## config.mk

```make
export PLATFORM = sky130hd
export DESIGN_NAME = codec_tx
export DESIGN_NICKNAME = d
export VERILOG_FILES = /design/src/rtl/codec_pkg.sv /design/src/rtl/codec_bclk_gen.sv /design/src/rtl/codec_tx.sv
export SDC_FILE = /design/constraint.sdc
export NUM_CORES = 1
export LEC_CHECK = 0
export CAP_MARGIN = 10
export CORE_MARGIN = 1.5
export CORE_UTILIZATION = 40
export CTS_CLUSTER_SIZE = 16
export DETAILED_ROUTE_END_ITERATION = 12
export SLEW_MARGIN = 15
export SYNTH_ARGS = -nofsm -noshare
export SYNTH_HDL_FRONTEND = slang
export SYNTH_HIERARCHICAL = 1
export SYNTH_SLANG_ARGS = --single-unit
export TNS_END_PERCENT = 5
```

## constraint.sdc

```tcl
create_clock -name clk -period 7.92 [get_ports clk]
set_input_delay 1.584 -clock clk [delete_from_list [all_inputs] [get_ports clk]]
set_output_delay 1.584 -clock clk [all_outputs]
set_load 0.01 [all_outputs]
```

## src/rtl/codec_pkg.sv

```systemverilog
// Shared state type and frame constants for the codec transmitter.
package codec_pkg;

   typedef enum logic [1:0] {
      ST_IDLE  = 2'd0,
      ST_LEFT  = 2'd1,
      ST_RIGHT = 2'd2
   } codec_state_t;

   localparam int SAMPLE_W_DEFAULT = 16;
   localparam int BITS_PER_FRAME   = 2 * SAMPLE_W_DEFAULT;

endpackage

```

## src/rtl/codec_bclk_gen.sv

```systemverilog
// Bit-clock divider: toggles bclk every CLK_DIV clk cycles while enabled.
// rise/fall flag the clk edge at which bclk is about to change.
module codec_bclk_gen #(
   parameter int CLK_DIV = 4
) (
   input  logic clk,
   input  logic reset,
   input  logic enable,
   output logic bclk,
   output logic rise,
   output logic fall
);

   logic [7:0] div_cnt;
   logic       toggle;

   assign toggle = enable && (div_cnt == 8'(CLK_DIV - 1));
   assign rise   = toggle & ~bclk;
   assign fall   = toggle & bclk;

   always_ff @(posedge clk or negedge reset) begin
      if (!reset) begin
         div_cnt <= '0;
         bclk    <= 1'b0;
      end else if (!enable) begin
         div_cnt <= '0;
         bclk    <= 1'b0;
      end else if (toggle) begin
         div_cnt <= '0;
         bclk    <= ~bclk;
      end else begin
         div_cnt <= div_cnt + 8'd1;
      end
   end

endmodule

```

## src/rtl/codec_tx.sv

```systemverilog
// Mono-to-stereo serial codec transmitter (left-justified by default).
// Define CODEC_TX_I2S_DELAY_EN for I2S format: sdata lags lrclk by one bclk.
module codec_tx
   import codec_pkg::*;
#(
   parameter int CLK_DIV  = 4,
   parameter int SAMPLE_W = SAMPLE_W_DEFAULT
) (
   input  logic                clk,
   input  logic                reset,
   input  logic [SAMPLE_W-1:0] sample_in,
   input  logic                new_sample_ready,
   input  logic                clear_flags,
   output logic                bclk,
   output logic                lrclk,
   output logic                sdata,
   output logic                frame_start,
   output logic                overrun,
   output logic                underrun
);

   localparam int               CNT_W    = (SAMPLE_W > 1) ? $clog2(SAMPLE_W) : 1;
   localparam logic [CNT_W-1:0] LAST_BIT = CNT_W'(SAMPLE_W - 1);

   codec_state_t        state;
   logic                nsr_prev;
   logic                hold_valid;
   logic [SAMPLE_W-1:0] hold;
   logic [SAMPLE_W-1:0] shift;
   logic [SAMPLE_W-1:0] saved;
   logic [CNT_W-1:0]    bit_cnt;
   logic                capture;
   logic                enable;
   logic                fall;
   logic                rise_unused;
   logic                slot_end;
   logic                frame_load;

   codec_bclk_gen #(.CLK_DIV(CLK_DIV)) u_bclk_gen (
      .clk    (clk),
      .reset  (reset),
      .enable (enable),
      .bclk   (bclk),
      .rise   (rise_unused),
      .fall   (fall)
   );

   assign capture    = new_sample_ready & ~nsr_prev;
   assign enable     = (state != ST_IDLE);
   assign slot_end   = fall && (bit_cnt == LAST_BIT);
   // A frame load pulls a new word from hold: leaving IDLE, or the RIGHT->LEFT wrap.
   assign frame_load = (state == ST_IDLE) ? hold_valid : ((state == ST_RIGHT) && slot_end);
   assign lrclk      = (state == ST_RIGHT);

   always_ff @(posedge clk or negedge reset) begin
      if (!reset) begin
         state       <= ST_IDLE;
         nsr_prev    <= 1'b0;
         hold_valid  <= 1'b0;
         hold        <= '0;
         shift       <= '0;
         saved       <= '0;
         bit_cnt     <= '0;
         frame_start <= 1'b0;
         overrun     <= 1'b0;
         underrun    <= 1'b0;
      end else begin
         nsr_prev    <= new_sample_ready;
         frame_start <= frame_load;

         // Clear first so that any flag set later in this block wins.
         if (clear_flags) begin
            overrun  <= 1'b0;
            underrun <= 1'b0;
         end

         if (capture) begin
            hold       <= sample_in;
            hold_valid <= 1'b1;
            if (hold_valid && !frame_load)
               overrun <= 1'b1;
         end else if (frame_load) begin
            hold_valid <= 1'b0;
         end

         case (state)
            ST_IDLE: begin
               if (hold_valid) begin
                  state   <= ST_LEFT;
                  shift   <= hold;
                  saved   <= hold;
                  bit_cnt <= '0;
               end
            end
            ST_LEFT: begin
               if (slot_end) begin
                  state   <= ST_RIGHT;
                  shift   <= saved;
                  bit_cnt <= '0;
               end else if (fall) begin
                  shift   <= {shift[SAMPLE_W-2:0], 1'b0};
                  bit_cnt <= bit_cnt + 1'b1;
               end
            end
            ST_RIGHT: begin
               if (slot_end) begin
                  state   <= ST_LEFT;
                  bit_cnt <= '0;
                  if (hold_valid) begin
                     shift <= hold;
                     saved <= hold;
                  end else begin
                     shift    <= saved;
                     underrun <= 1'b1;
                  end
               end else if (fall) begin
                  shift   <= {shift[SAMPLE_W-2:0], 1'b0};
                  bit_cnt <= bit_cnt + 1'b1;
               end
            end
            default: state <= ST_IDLE;
         endcase
      end
   end

`ifdef CODEC_TX_I2S_DELAY_EN
   // Retains the bit just finished so each slot starts with the previous slot's LSB.
   logic delay_bit;

   always_ff @(posedge clk or negedge reset) begin
      if (!reset)
         delay_bit <= 1'b0;
      else if (fall)
         delay_bit <= shift[SAMPLE_W-1];
   end

   assign sdata = delay_bit;
`else
   assign sdata = shift[SAMPLE_W-1];
`endif

endmodule

```

==> qor.yml <==
status: "complete, no violations"
cap_violations: 0
fillerInstances: 852
grt_pass1_wl_um: 13300
slew_headroom: 0.421
fmax_ghz: 0.298
antenna_found_initial: 0
drt_iter0_drc: 148
cts_inserted_buffers: 9
start_util: 0.417
yosys_warnings: 6
dieArea_mm2: 0.00981
grt_pass1_vias: 2639
tritoncts: "done"
rsz0062_at_grt: "no"
critical_path.startpoint_type: "register"
multiInputGateArea_mm2: 0.00182
clk_latency_ns: 0.35
grt_overflow: 0
drtAntennaViolNets: 0
p_leak_nw: 2.02
setup_viol: 0
arrival_ns: 3.65
wirelength_um: 7780
hold_depth: 1
grt_max_degree: 69
hold_viol: 0
final_common_cell: "dfrtp_1"
cts_resized: 0
ioPinCount: 26
clkTransAtPathRegs_ns: 0.07
viasPerCell: 5.50
wl_per_cell_um: 15.7
fp.coreArea_mm2: 0.00885
path_class: "reg2reg"
cellPowerDensity_mw_per_mm2: 182
fp.dieH_um: 99.0
holdCritPathClass: "reg2reg"
power_frac_seq: 0.504
cp.required_ns: 8.20
seqCellArea_mm2: 0.00170
internal_power_uw: 586
fin_tns_setup_ns: 0
worst_slew_pin_slew_ns: 0.868
maxSlewViolCount: 0
drive_gt1_frac: 0.160
clkPwrFrac: 0.428
syn_avg_cell_area_um2: 9.97
end_kind: "register"
synth_cells: 370
place_hpwl_um: 4820
clock_skew_ns: 0.00981
htree_levels: 3
fin_crit_ns: 3.36
cts_buffer_depth: 2
cts_setup_buffers: 0
ir_drop_uv: 87.0
postCtsHoldBufs: 0
p_sw_uw: 176
p_sw_frac: 0.231
fp-row-count: 34
gp_congestion: 0.791
grt_usage: 0.172
n_antenna_cell: 0
worstPathMaxFanout: 25
fin_crit_sh: 0.424
nets: 411
cts_root_buffer: "clkbuf_8"
syn_area_mm2: 0.00369
p_comb_frac: 0.069
io_buffers: 25
drt_pass1_iterations: 4
final_cell_mix: "dfrtp_1, nand2_1, nor2_1"
finalPower_uw: 762
num_vias: 2727
dieWidth_um: 99.0
cts_sinks: 68
drc: 0
syn_nets: 397
ff2ff_path_depth: 8
synthToLayoutAreaGrowth_pct: 13.7
==> worst paths after layout <==
path	startpoint	end	slack (ns)
worst max-delay path	u_bclk_gen/div_cnt[0]$_DFF_PN0_	shift[15]$_DFFE_PN0P_	4.56
worst min-delay path	u_bclk_gen/div_cnt[0]$_DFF_PN0_	u_bclk_gen/div_cnt[0]$_DFF_PN0_	0.51
worst max register to register	u_bclk_gen/div_cnt[0]$_DFF_PN0_	shift[15]$_DFFE_PN0P_	4.56
worst min register to register	u_bclk_gen/div_cnt[0]$_DFF_PN0_	u_bclk_gen/div_cnt[0]$_DFF_PN0_	0.51
max in group asynchronous	reset	frame_start$_DFF_PN0_	5.92
min in group asynchronous	reset	hold[1]$_DFFE_PN0P_	1.43
==> metrics by stage <==
| step | hold WS, ns | util | instance area [um^2] | setup WS, ns | std cells |
|---|---|---|---|---|---|
| after floorplan | 0.480 | - | 3690 | 5.42 | 370 |
| after global placement | 0.495 | 0.448 | 3970 | 4.61 | 481 |
| after detailed placement | 0.506 | 0.448 | 3970 | 4.55 | 481 |
| after CTS | 0.516 | 0.474 | 4190 | 4.53 | 496 |
| after global routing | 0.545 | 0.474 | 4190 | 4.22 | 496 |
| final | 0.513 | 0.474 | 4190 | 4.56 | 496 |
==> worst max-delay path, cell delays in order (launching register included) <==
cell and delay (ns):
dfrtp_1 0.41, ha_1 0.20, or4b_4 0.49, nor4_2 0.22, buf_4 0.34, and4_1 0.75
nand2_2 0.43, o2111ai_1 0.31, a22o_1 0.15
==> routing by layer <==
layer  global-route usage  part of all wire
met5                    0                 0
met4               0.0714             0.015
met2                0.256              0.44
met1                0.248              0.50
met3               0.0298             0.046
==> state kept, by name, indices dropped and copies added, names as in the netlist, 2 cells and up <==
| register | cells |
|---|---|
| bit_cnt | 4 |
| hold | 16 |
| saved | 16 |
| shift | 16 |
| state | 2 |
| u_bclk_gen/div_cnt | 8 |
==> power groups by stage <==
| stage | combinational (mW) | sequential, mW | clock [mW] |
|---|---|---|---|
| 2_1_floorplan | 0.0303 | 0.384 | 0 |
| 3_3_place_gp | 0.0517 | 0.390 | 0 |
| 3_5_place_dp | 0.0529 | 0.390 | 0 |
| 4_1_cts | 0.0533 | 0.383 | 0.335 |
| 5_1_grt | 0.0597 | 0.386 | 0.346 |
| 6_report | 0.0522 | 0.384 | 0.326 |
==> final cells by class <==
class,count,share of cell area
clock inverter,4,0.0173
clock buffer,11,0.0361
multi-input combinational,265,0.433
inverter,11,0.00984
tap,108,0.0322
timing repair buffer,29,0.0656
sequential,68,0.406
(Power assumes the default switching activity.)
